<file path="src/rtl/seg_pkg.sv">
// seg_pkg: shared constants and types for the 7-segment capture block.
//   Segment bus order is seg[6:0] = {f,e,a,g,d,b,c}, active-high.
//   SEG_0..SEG_9 : legal digit patterns in bus order
//   SEG_BLANK    : all segments off
//   CODE_BLANK   : code stored for a blank position
//   CODE_ERR     : code stored for an unrecognised pattern
//   cap_state_e  : stability FSM states
//   seg_dec_t    : decoder result {code, is_blank, is_err}
package seg_pkg;

    localparam int SEG_W = 7;

    localparam logic [SEG_W-1:0] SEG_0     = 7'h77;
    localparam logic [SEG_W-1:0] SEG_1     = 7'h03;
    localparam logic [SEG_W-1:0] SEG_2     = 7'h3E;
    localparam logic [SEG_W-1:0] SEG_3     = 7'h1F;
    localparam logic [SEG_W-1:0] SEG_4     = 7'h4B;
    localparam logic [SEG_W-1:0] SEG_5     = 7'h5D;
    localparam logic [SEG_W-1:0] SEG_6     = 7'h7D;
    localparam logic [SEG_W-1:0] SEG_7     = 7'h13;
    localparam logic [SEG_W-1:0] SEG_8     = 7'h7F;
    localparam logic [SEG_W-1:0] SEG_9     = 7'h5F;
    localparam logic [SEG_W-1:0] SEG_BLANK = 7'h00;

    localparam logic [3:0] CODE_BLANK = 4'hF;
    localparam logic [3:0] CODE_ERR   = 4'hE;

    typedef enum logic {
        WAIT,
        HELD
    } cap_state_e;

    typedef struct packed {
        logic [3:0] code;
        logic       is_blank;
        logic       is_err;
    } seg_dec_t;

endpackage

</file>
<file path="src/rtl/seg_capture_if.sv">
// seg_capture_if: display-bus side of seg_capture.
//   seg_in[6:0]      segment lines {f,e,a,g,d,b,c}, asynchronous
//   sel_in[NDIG-1:0] digit select, one-hot expected, asynchronous
//   clr              synchronous clear of captured state
//   digits           captured code per position, digit i at [4i+3:4i]
//   digit_valid      position captured since reset/clr
//   blank            last capture of position was all-off
//   frame_done       one-cycle pulse when every position has been captured
//   err              sticky illegal-pattern flag
//   dp_in / dp_out   decimal point, only with SEG_CAPTURE_DP_EN defined
// master drives the display bus, slave is the capture block.
interface seg_capture_if
    import seg_pkg::*;
#(
    parameter int NDIG = 4
);
    logic [SEG_W-1:0]    seg_in;
    logic [NDIG-1:0]     sel_in;
    logic                clr;
    logic [4*NDIG-1:0]   digits;
    logic [NDIG-1:0]     digit_valid;
    logic [NDIG-1:0]     blank;
    logic                frame_done;
    logic                err;
`ifdef SEG_CAPTURE_DP_EN
    logic                dp_in;
    logic [NDIG-1:0]     dp_out;

    modport master (
        output seg_in, sel_in, clr, dp_in,
        input  digits, digit_valid, blank, frame_done, err, dp_out
    );
    modport slave (
        input  seg_in, sel_in, clr, dp_in,
        output digits, digit_valid, blank, frame_done, err, dp_out
    );
`else
    modport master (
        output seg_in, sel_in, clr,
        input  digits, digit_valid, blank, frame_done, err
    );
    modport slave (
        input  seg_in, sel_in, clr,
        output digits, digit_valid, blank, frame_done, err
    );
`endif
endinterface

</file>
<file path="src/rtl/seg_capture_decode.sv">
// seg_pattern_decode: combinational inverse of the digit->segment mapping.
//   seg_i : 7-bit pattern in bus order {f,e,a,g,d,b,c}
//   dec_o : {code, is_blank, is_err}; blank -> CODE_BLANK, unknown -> CODE_ERR
module seg_pattern_decode
    import seg_pkg::*;
(
    input  logic [SEG_W-1:0] seg_i,
    output seg_dec_t         dec_o
);
    always_comb begin
        dec_o.code     = CODE_ERR;
        dec_o.is_blank = 1'b0;
        dec_o.is_err   = 1'b0;
        case (seg_i)
            SEG_0:     dec_o.code = 4'd0;
            SEG_1:     dec_o.code = 4'd1;
            SEG_2:     dec_o.code = 4'd2;
            SEG_3:     dec_o.code = 4'd3;
            SEG_4:     dec_o.code = 4'd4;
            SEG_5:     dec_o.code = 4'd5;
            SEG_6:     dec_o.code = 4'd6;
            SEG_7:     dec_o.code = 4'd7;
            SEG_8:     dec_o.code = 4'd8;
            SEG_9:     dec_o.code = 4'd9;
            SEG_BLANK: begin
                dec_o.code     = CODE_BLANK;
                dec_o.is_blank = 1'b1;
            end
            default:   dec_o.is_err = 1'b1;
        endcase
    end
endmodule

</file>
<file path="src/rtl/seg_capture.sv">
// seg_capture: recovers the digit shown on each position of a multiplexed
// 7-segment display bus.
//   clk  : system clock, rising edge
//   rst  : asynchronous active-high reset
//   bus  : seg_capture_if.slave (segment/select inputs, clr, captured outputs)
// Parameters: NDIG positions (2..8), STABLE_CYC identical samples per capture.
// Optional: SEG_CAPTURE_DP_EN adds the decimal point to the stable pair and
// captures it per position on dp_out.
module seg_capture
    import seg_pkg::*;
#(
    parameter int NDIG       = 4,
    parameter int STABLE_CYC = 16
)(
    input  logic             clk,
    input  logic             rst,
    seg_capture_if.slave     bus
);
    localparam int CW = $clog2(STABLE_CYC);
    localparam logic [CW-1:0] CNT_LAST = CW'(STABLE_CYC - 1);
`ifdef SEG_CAPTURE_DP_EN
    localparam int PW = NDIG + SEG_W + 1;
`else
    localparam int PW = NDIG + SEG_W;
`endif

    logic [SEG_W-1:0]  seg_m_q, seg_s_q;
    logic [NDIG-1:0]   sel_m_q, sel_s_q;
    logic [PW-1:0]     p_w, prev_q;
    cap_state_e        state_q, state_d;
    logic [CW-1:0]     count_q, count_d;
    logic              capture_w, do_cap_w;
    seg_dec_t          dec_w;

    logic [4*NDIG-1:0] digits_q, digits_d;
    logic [NDIG-1:0]   valid_q, valid_d;
    logic [NDIG-1:0]   blank_q, blank_d;
    logic [NDIG-1:0]   seen_q, seen_d;
    logic              frame_q, frame_d;
    logic              err_q, err_d;

`ifdef SEG_CAPTURE_DP_EN
    logic              dp_m_q, dp_s_q;
    logic [NDIG-1:0]   dp_q, dp_d;
    assign p_w = {sel_s_q, seg_s_q, dp_s_q};
`else
    assign p_w = {sel_s_q, seg_s_q};
`endif

    seg_pattern_decode u_dec (
        .seg_i (seg_s_q),
        .dec_o (dec_w)
    );

    // Stability FSM: one capture request per window of STABLE_CYC identical samples.
    always_comb begin
        state_d   = state_q;
        count_d   = count_q;
        capture_w = 1'b0;
        case (state_q)
            WAIT: begin
                if (p_w != prev_q) begin
                    count_d = '0;
                end else if (count_q != CNT_LAST) begin
                    count_d = count_q + 1'b1;
                    if (count_q == CNT_LAST - 1'b1) begin
                        capture_w = 1'b1;
                        state_d   = HELD;
                    end
                end
            end
            HELD: begin
                if (p_w != prev_q) begin
                    count_d = '0;
                    state_d = WAIT;
                end
            end
            default: state_d = WAIT;
        endcase
        if (bus.clr) begin
            state_d = WAIT;
            count_d = '0;
        end
    end

    // A request with no or multiple selects still closes the window but stores nothing.
    assign do_cap_w = capture_w && !bus.clr && $onehot(sel_s_q);

    always_comb begin
        digits_d = digits_q;
        valid_d  = valid_q;
        blank_d  = blank_q;
        err_d    = err_q | (do_cap_w & dec_w.is_err);
        frame_d  = (seen_q == '1);
        // A completed frame clears seen on the same edge the pulse is launched.
        seen_d   = (seen_q == '1) ? '0 : seen_q;
`ifdef SEG_CAPTURE_DP_EN
        dp_d     = dp_q;
`endif
        for (int unsigned i = 0; i < NDIG; i++) begin
            if (do_cap_w && sel_s_q[i]) begin
                digits_d[4*i +: 4] = dec_w.code;
                valid_d[i]         = 1'b1;
                blank_d[i]         = dec_w.is_blank;
                seen_d[i]          = 1'b1;
`ifdef SEG_CAPTURE_DP_EN
                dp_d[i]            = dp_s_q;
`endif
            end
        end
        if (bus.clr) begin
            digits_d = '0;
            valid_d  = '0;
            blank_d  = '0;
            seen_d   = '0;
            frame_d  = 1'b0;
            err_d    = 1'b0;
`ifdef SEG_CAPTURE_DP_EN
            dp_d     = '0;
`endif
        end
    end

    always_ff @(posedge clk or posedge rst) begin
        if (rst) begin
            seg_m_q  <= '0;
            seg_s_q  <= '0;
            sel_m_q  <= '0;
            sel_s_q  <= '0;
            prev_q   <= '0;
            state_q  <= WAIT;
            count_q  <= '0;
            digits_q <= '0;
            valid_q  <= '0;
            blank_q  <= '0;
            seen_q   <= '0;
            frame_q  <= 1'b0;
            err_q    <= 1'b0;
`ifdef SEG_CAPTURE_DP_EN
            dp_m_q   <= 1'b0;
            dp_s_q   <= 1'b0;
            dp_q     <= '0;
`endif
        end else begin
            seg_m_q  <= bus.seg_in;
            seg_s_q  <= seg_m_q;
            sel_m_q  <= bus.sel_in;
            sel_s_q  <= sel_m_q;
            prev_q   <= p_w;
            state_q  <= state_d;
            count_q  <= count_d;
            digits_q <= digits_d;
            valid_q  <= valid_d;
            blank_q  <= blank_d;
            seen_q   <= seen_d;
            frame_q  <= frame_d;
            err_q    <= err_d;
`ifdef SEG_CAPTURE_DP_EN
            dp_m_q   <= bus.dp_in;
            dp_s_q   <= dp_m_q;
            dp_q     <= dp_d;
`endif
        end
    end

    assign bus.digits      = digits_q;
    assign bus.digit_valid = valid_q;
    assign bus.blank       = blank_q;
    assign bus.frame_done  = frame_q;
    assign bus.err         = err_q;
`ifdef SEG_CAPTURE_DP_EN
    assign bus.dp_out      = dp_q;
`endif

endmodule

</file>
<file path="src/flat_wrapper.sv">
// flat-port wrapper written by rule: the top's interface ports become plain ports
module seg_capture_flat import seg_pkg::*;
#(
    parameter int NDIG       = 4,
    parameter int STABLE_CYC = 16
)
  (clk, rst, bus_seg_in, bus_sel_in, bus_clr, bus_digits, bus_digit_valid, bus_blank, bus_frame_done, bus_err);
  seg_capture_if #(.NDIG(NDIG)) bus_i ();
  input  logic clk;
  input  logic rst;
  input wire logic [$bits(bus_i.seg_in)-1:0] bus_seg_in;
  input wire logic [$bits(bus_i.sel_in)-1:0] bus_sel_in;
  input wire logic [$bits(bus_i.clr)-1:0] bus_clr;
  output wire logic [$bits(bus_i.digits)-1:0] bus_digits;
  output wire logic [$bits(bus_i.digit_valid)-1:0] bus_digit_valid;
  output wire logic [$bits(bus_i.blank)-1:0] bus_blank;
  output wire logic [$bits(bus_i.frame_done)-1:0] bus_frame_done;
  output wire logic [$bits(bus_i.err)-1:0] bus_err;
  assign bus_i.seg_in = bus_seg_in;
  assign bus_i.sel_in = bus_sel_in;
  assign bus_i.clr = bus_clr;
  assign bus_digits = bus_i.digits;
  assign bus_digit_valid = bus_i.digit_valid;
  assign bus_blank = bus_i.blank;
  assign bus_frame_done = bus_i.frame_done;
  assign bus_err = bus_i.err;
  seg_capture #(.NDIG(NDIG), .STABLE_CYC(STABLE_CYC)) u_core (.clk(clk), .rst(rst), .bus(bus_i));
endmodule
</file>
<file path="config.mk">
export PLATFORM = sky130hd
export DESIGN_NAME = seg_capture_flat
export DESIGN_NICKNAME = d
export VERILOG_FILES = /design/src/rtl/seg_pkg.sv /design/src/rtl/seg_capture_if.sv /design/src/rtl/seg_capture_decode.sv /design/src/rtl/seg_capture.sv /design/src/flat_wrapper.sv
export SDC_FILE = /design/constraint.sdc
export NUM_CORES = 1
export LEC_CHECK = 0
export CAP_MARGIN = 20
export CORE_UTILIZATION = 40
export DETAILED_ROUTE_END_ITERATION = 10
export MAX_ROUTING_LAYER = met4
export PLACE_DENSITY_LB_ADDON = 0.08
export SYNTH_ARGS = -nofsm -noshare
export SYNTH_HDL_FRONTEND = slang
export SYNTH_SLANG_ARGS = --single-unit
</file>
<file path="constraint.sdc">
create_clock -name clk -period 5.1 [get_ports clk]
set_clock_uncertainty 0.15 [all_clocks]
set_input_delay 1.02 -clock clk [delete_from_list [all_inputs] [get_ports clk]]
set_output_delay 1.02 -clock clk [all_outputs]
set_load 0.01 [all_outputs]
</file>
# ---- Word level (Yosys, flattened, before mapping)
# Index checks and enable logic that the tools add are counted.
dict set report word_totals {
  register_bits 68
  input_bits 14
  word_cells 105
}
dict set report classes {
  n_addsub 4
  n_eq_ne 17
  mux 38
  bitwise_logic 3
  reduce_logical 18
}
# operator count
set op_table {}
lappend op_table {{$mux W4} 12}
lappend op_table {{$pmux W4 S11} 1}
lappend op_table {{$eq A7 B7 Y1 const B} 6}
lappend op_table {{$mux W1} 22}
lappend op_table {{$mux W16} 1}
lappend op_table {{$eq A7 B5 Y1 const B} 2}
lappend op_table {{$reduce_bool A3 Y1} 4}
lappend op_table {{$ne A11 B11 Y1} 1}
lappend op_table {{$reduce_or A11 Y1} 1}
lappend op_table {{$eq A4 B4 Y1 const B} 2}
lappend op_table {{$pmux W4 S2} 1}
lappend op_table {{$reduce_bool A2 Y1} 4}
lappend op_table {{$eq A7 B2 Y1 const B} 1}
lappend op_table {{$eq A7 B6 Y1 const B} 1}
lappend op_table {{$logic_not A7 Y1} 1}
lappend op_table {{$logic_and A1 B1 Y1} 6}
lappend op_table {{$add A1 B1 Y2} 2}
lappend op_table {{$add A4 B1 Y4 const B} 1}
lappend op_table {{$ne A4 B2 Y1 const B} 1}
lappend op_table {{$ne A4 B4 Y1 const B} 1}
lappend op_table {{$add A3 B3 Y3} 1}
lappend op_table {{$eq A3 B1 Y1 const B} 1}
lappend op_table {{$ne A3 B3 Y1 const B} 1}
lappend op_table {{$pmux W1 S2} 1}
lappend op_table {{other kinds (5)} 5}

# ---- Longest topological paths before layout
dict set report logic_depth {
  ltp_word 10
  ltp_mapped 8
}

# ---- Hierarchy
# Synthesis repeated with hierarchy kept, for this count alone.
dict set report hier_totals {
  hier_cells 231
  hier_area_um2 2937.8
}
# module instances cells_each area_per_inst_um2 seq_area_each_um2
set by_module_without_submodules {}
lappend by_module_without_submodules {seg_capture 1 195 2690.1 1701.6}
lappend by_module_without_submodules {seg_pattern_decode 1 36 247.7 0.0}

# ---- Worst setup path after synthesis
# No wires, ideal clock.
dict set report synth_path {
  path_kind {register to register}
  startpoint {register u_core.sel_s_q[2]}
  endpoint {register u_core.digits_q[0], in the netlist u_core.bus.digits[0]}
  arrival_time_ps 2564
  setup_slack_ps 2262
  path_stages_with_launch 9
  n_path_buf 0
  path_cell_list {dfrtp_1 ha_1 ha_1 fa_1 nor4b_2 nand2_1 nor4_4 nand2_2 mux2i_1}
}
dict set report synth_between {
  elab_chain_len 7
  elab_cells_between_ends 10
  cone_classes {add/sub: 2; eq/ne: 2; mux: 2; reduce/logical: 4}
}
# item line
set synth_rtl {}
lappend synth_rtl {{from (decl)} seg_capture.sv:28} ;# logic [NDIG-1:0] sel_m_q, sel_s_q;
lappend synth_rtl {{from (signal assigned)} seg_capture.sv:148} ;# sel_s_q <= sel_m_q;
lappend synth_rtl {{branches (longest 4 deep; another with $add A3 B3 Y3)} n/a}
lappend synth_rtl {{$logic_and A1 B1 Y1 *} seg_capture.sv:87} ;# assign do_cap_w = capture_w && !bus.clr && $onehot(sel_s_q);
lappend synth_rtl {{$logic_and A1 B1 Y1 *} seg_capture.sv:101} ;# if (do_cap_w && sel_s_q[i]) begin
lappend synth_rtl {{$reduce_bool A2 Y1 (no line) *} n/a}
lappend synth_rtl {{to (signal assigned)} seg_capture.sv:152} ;# digits_q <= digits_d;
lappend synth_rtl {{to (decl)} seg_capture.sv:35} ;# logic [4*NDIG-1:0] digits_q, digits_d;
# Every way passes the cells marked *.
# A chain may end at the register's enable or synchronous reset.

# ---- Worst setup path in the final report
dict set report layout_path {
  startpoint {register u_core.sel_s_q[2]}
  endpoint {register u_core.digits_q[8], in the netlist u_core.bus.digits[8]}
}
dict set report layout_between {
  elab_chain_len 7
  elab_cells_between_ends 10
  cone_classes {add/sub: 2; eq/ne: 2; mux: 2; reduce/logical: 4}
}
# item line
set layout_rtl {}
lappend layout_rtl {{branches (longest 5 deep; another with $add A3 B3 Y3)} n/a}
lappend layout_rtl {{$logic_and A1 B1 Y1 *} seg_capture.sv:101}
lappend layout_rtl {{$reduce_bool A2 Y1 (no line) *} n/a}
# Marked as above.

==> results_tabular.tex <==
\begin{tabular}{lr}
\hline
Metric & Value \\
\hline
\multicolumn{2}{l}{\textbf{Setup path}} \\
Critical path's largest stage delay & $\sim$0.47 ns \\
Destination of the worst register-to-register timing path & u\_core.bus.digits[8]\$\_DFFE\_PP0P\_ \\
CP dominant cell by count & sky130\_fd\_sc\_hd\_\_ha\_1 \\
Critical path capture point type & flop \\
Register-to-Register Setup Slack & 2.02 ns \\
Data arrival, critical path & roughly 3.1 ns \\
Highest net fanout along the worst path & 5 \\
Required time of the critical path & about 5.2 ns \\
Reg2Reg Launch Point & u\_core.sel\_s\_q[2]\$\_DFF\_PP0\_ \\
Worst path buffer plus inverter count & 0 \\
Path type of the worst setup path & flop to flop \\
Critical Path Source Type & flop \\
Max stage delay cell, worst path & sky130\_fd\_sc\_hd\_\_nor4\_4 \\
Largest delay share family, worst path & simple AND/OR/NAND/NOR gates \\
Chain of cells forming the critical path & ha\_1 > ha\_1 > fa\_1 > nor4b\_2 > nand2\_1 > nor4\_4 > nand2\_2 > mux2i\_1 \\
Count of cells along the worst register-to-register path & 8 \\
\multicolumn{2}{l}{\textbf{Synth}} \\
Number of distinct library cells after synthesis & 43 \\
Average footprint of a synthesized cell & approximately 12 µm² \\
Primary flip-flop cell chosen by synthesis mapping & sky130\_fd\_sc\_hd\_\_dfrtp\_1 \\
Count of synthesis-stage warnings from yosys & 0 \\
Yosys top cell area share & 59.5\% \\
Total nets after synthesis & around 250 \\
EDFF count, synth & 0 \\
FF+latch count, synth & 68 \\
Gate count of the mapped netlist & roughly 230 \\
Cell taking the most area after synthesis & sky130\_fd\_sc\_hd\_\_dfrtp\_1 \\
Ranking of synthesized cells by area & sky130\_fd\_sc\_hd\_\_dfrtp\_1 (60\%), sky130\_fd\_sc\_hd\_\_nor4\_4 (3.7\%), sky130\_fd\_sc\_hd\_\_mux2i\_1 (3.2\%), sky130\_fd\_sc\_hd\_\_xnor2\_1 (2.8\%), sky130\_fd\_sc\_hd\_\_nor2\_1 (2.5\%) \\
Async set-or-reset flop fraction in the synthesized netlist & between 90\% and 100\% \\
Post-synthesis sequential area ratio & 59.5\% \\
Area of the mapped netlist & 2860 µm² \\
\multicolumn{2}{l}{\textbf{Cells and area}} \\
Commonest non-fill, non-tap cell in the layout & sky130\_fd\_sc\_hd\_\_dfrtp\_1 \\
Fin nets & 294 \\
Post-layout instance count excluding filler cells & 373 \\
Summed area of non-filler cells in the final layout & roughly 3500 µm² \\
Diode count & 0 \\
Fraction of layout cells with a size suffix above 1 & 10.8\% \\
Most frequent cells in the layout & sky130\_fd\_sc\_hd\_\_dfrtp\_1 (68), sky130\_fd\_sc\_hd\_\_clkdlybuf4s50\_1 (39), sky130\_fd\_sc\_hd\_\_nor2\_1 (19) \\
Layout overhead on the synthesized area & 23.5\% \\
\multicolumn{2}{l}{\textbf{Power and ir drop}} \\
Total chip power & 0.00108 W \\
Peak ir drop on the vdd network & 151 µV \\
Pleak & about 1.6 nW \\
Power per cell area & approximately 300 nW/µm² \\
\multicolumn{2}{l}{\textbf{Routing}} \\
Remaining antenna violation count & 0 \\
Total number of vias & approximately 1800 \\
Number of DRC markers after the initial detailed-route iteration & between 40 and 50 \\
Mean number of vias per cell & around 4.9 \\
Detailed Routing Iterations Pass 1 & 4 \\
Total wire length after detailed routing & just over 5 mm \\
Detailed-route wire length per cell & between 10 and 15 µm \\
Detailed-route DRC error count & 0 \\
\multicolumn{2}{l}{\textbf{Timing}} \\
Number of failing hold endpoints at the final stage & 0 \\
Minimum clock period after layout & around 3.1 ns \\
Setup TNS & 0 ns \\
Max Clk Rate & 0.325 GHz \\
Slew HR & between 40\% and 50\% \\
Final number of setup-violating endpoints & 0 \\
Final max-slew violation count & 0 \\
Transition time at the pin with the least slew margin & roughly 0.87 ns \\
Unrepaired setup endpoints after global routing & no \\
Post-route fraction of the period consumed by the critical path & 60.4\% \\
\multicolumn{2}{l}{\textbf{CTS}} \\
Clk slew on worst S/H paths & $\sim$0.07 ns \\
Clock latency at the later pin of the worst-skew pair & 0.33 ns \\
Post-cts hold buffer count & 0 \\
Clock tree from TritonCTS & done \\
H-tree levels & 3 \\
Number of cells upsized or downsized after cts & 0 \\
Clock tree buffer depth & 2 \\
Total clock buffers created by CTS & 9 \\
CTS Root Buffer Type & sky130\_fd\_sc\_hd\_\_clkbuf\_8 \\
Sinks on Clock Net & 68 \\
Buffers inserted during post-CTS setup optimization & 0 \\
\multicolumn{2}{l}{\textbf{Global route}} \\
Number of global-route vias before repair & 1724 \\
Total grt overflow & 0 \\
GRT Util Overall & between 10\% and 20\% \\
Number of antenna violations at the first check in global routing & 0 \\
Pin count of the biggest net entering global routing & 45 \\
Global-route wire length before repair & 8.68 mm \\
\multicolumn{2}{l}{\textbf{Die}} \\
Die height & $\sim$87 µm \\
Number of placement rows & 30 \\
Die X-Extent & around 87 µm \\
Die Outline Area & 7490 µm² \\
Placeable core region & $\sim$6800 µm² \\
Number of placed I/O pins & 40 \\
Starting density of the core & a little over two fifths \\
\multicolumn{2}{l}{\textbf{Place}} \\
Placer Congestion & between 0.8 and 0.9 \\
DP HPWL & between 3 and 4 mm \\
Cell area after placement & between 3000 and 4000 µm² \\
Placed Cells & between 300 and 400 \\
Count of input and output buffers & 39 \\
\multicolumn{2}{l}{\textbf{Min path}} \\
Worst hold path endpoint & u\_core.seg\_s\_q[1]\$\_DFF\_PP0\_ \\
Source of the worst hold timing path & u\_core.seg\_m\_q[1]\$\_DFF\_PP0\_ \\
Worst Hold Depth & 0 \\
Worst hold path class & flop to flop \\
\multicolumn{2}{l}{\textbf{Run}} \\
MaxCap Viol Count & 0 \\
\multicolumn{2}{l}{\textbf{Status}} \\
Status & finished, final reports clean \\
\hline
\end{tabular}
report_power, final:
group / leakage (nW) / internal, W / switching [W] / total, W
logic: 0.588 / 0.0000268 / 0.0000329 / 0.0000597
clock network: 0.108 / 0.000274 / 0.000183 / 0.000457
registers: 0.874 / 0.000552 / 0.0000141 / 0.000567
registers in the layout, indices dropped and copies added (netlist names), 7 cells and up:
name,count
u_core.bus.digits,16
u_core.prev_q,11
u_core.seg_m_q,7
u_core.seg_s_q,7
per-stage QoR:
step	hold slack [ns]	setup WS, ns	util [%]
final	0.198	2.02	51.7
after global routing	0.207	1.77	51.7
after CTS	0.200	1.99	51.7
after detailed placement	0.185	1.70	48.6
after global placement	0.181	1.75	48.6
after floorplan	0.181	2.22	-
cell type report:
cell class / instances / area [µm²]
Clock buffer: 13 / 179
Clock inverter: 1 / 30.0
Fill cell: 616 / 3300
Inverter: 8 / 30.0
Multi-Input combinational cell: 146 / 1060
Sequential cell: 68 / 1700
Tap cell: 96 / 120
Timing Repair Buffer: 41 / 405
metal layers:
metal	vias to the layer above	track usage, %	wire length, µm
met5	-	-	0
met2	46	21.3	2240
met4	0	7.73	78
met1	869	22.4	2510
met3	8	4.19	247
li1	901	-	-
Yosys cell counts (5+ instances only):
| cell type | number |
|---|---|
| sky130_fd_sc_hd__nor3_1 | 5 |
| sky130_fd_sc_hd__nand3_1 | 9 |
| sky130_fd_sc_hd__o21bai_1 | 8 |
| sky130_fd_sc_hd__a211oi_1 | 7 |
| sky130_fd_sc_hd__inv_1 | 8 |
| sky130_fd_sc_hd__xnor2_1 | 9 |
| sky130_fd_sc_hd__a31oi_1 | 11 |
| sky130_fd_sc_hd__nor2_1 | 19 |
| sky130_fd_sc_hd__mux2i_1 | 9 |
| sky130_fd_sc_hd__dfrtp_1 | 68 |
| sky130_fd_sc_hd__ha_1 | 5 |
| sky130_fd_sc_hd__nor4_4 | 5 |
| sky130_fd_sc_hd__nand2_1 | 12 |
| sky130_fd_sc_hd__buf_2 | 5 |
| sky130_fd_sc_hd__nand2b_1 | 6 |
worst max-delay path by stage:
stage | from | end | cells past startpoint
3_3_place_gp | bus_clr | u_core.bus.blank[2]$_DFFE_PP0P_ | 6
2_1_floorplan | rst | u_core.bus.blank[0]$_DFFE_PP0P_ | 1
6_report | u_core.sel_s_q[2]$_DFF_PP0_ | u_core.bus.digits[8]$_DFFE_PP0P_ | 8
5_1_grt | u_core.sel_s_q[2]$_DFF_PP0_ | u_core.bus.digits[8]$_DFFE_PP0P_ | 8
3_5_place_dp | bus_clr | u_core.bus.blank[2]$_DFFE_PP0P_ | 6
4_1_cts | u_core.sel_s_q[2]$_DFF_PP0_ | u_core.bus.digits[4]$_DFFE_PP0P_ | 8
cells by family (layout without fill, tap and decap cells):
group / count (synthesis) / in the layout / share of synthesized area [%]
XOR/XNOR: 13 / 13 / 3.98
flip-flops: 68 / 68 / 59.5
AND/OR/NAND/NOR: 80 / 80 / 18.1
adder cells (fa/ha/maj): 6 / 6 / 2.89
multiplexers: 9 / 9 / 3.15
buffers and inverters: 20 / 63 / 3.24
AO/OA/AOI/OAI: 38 / 38 / 9.06
No activity file was read; power rests on OpenSTA's default activity.
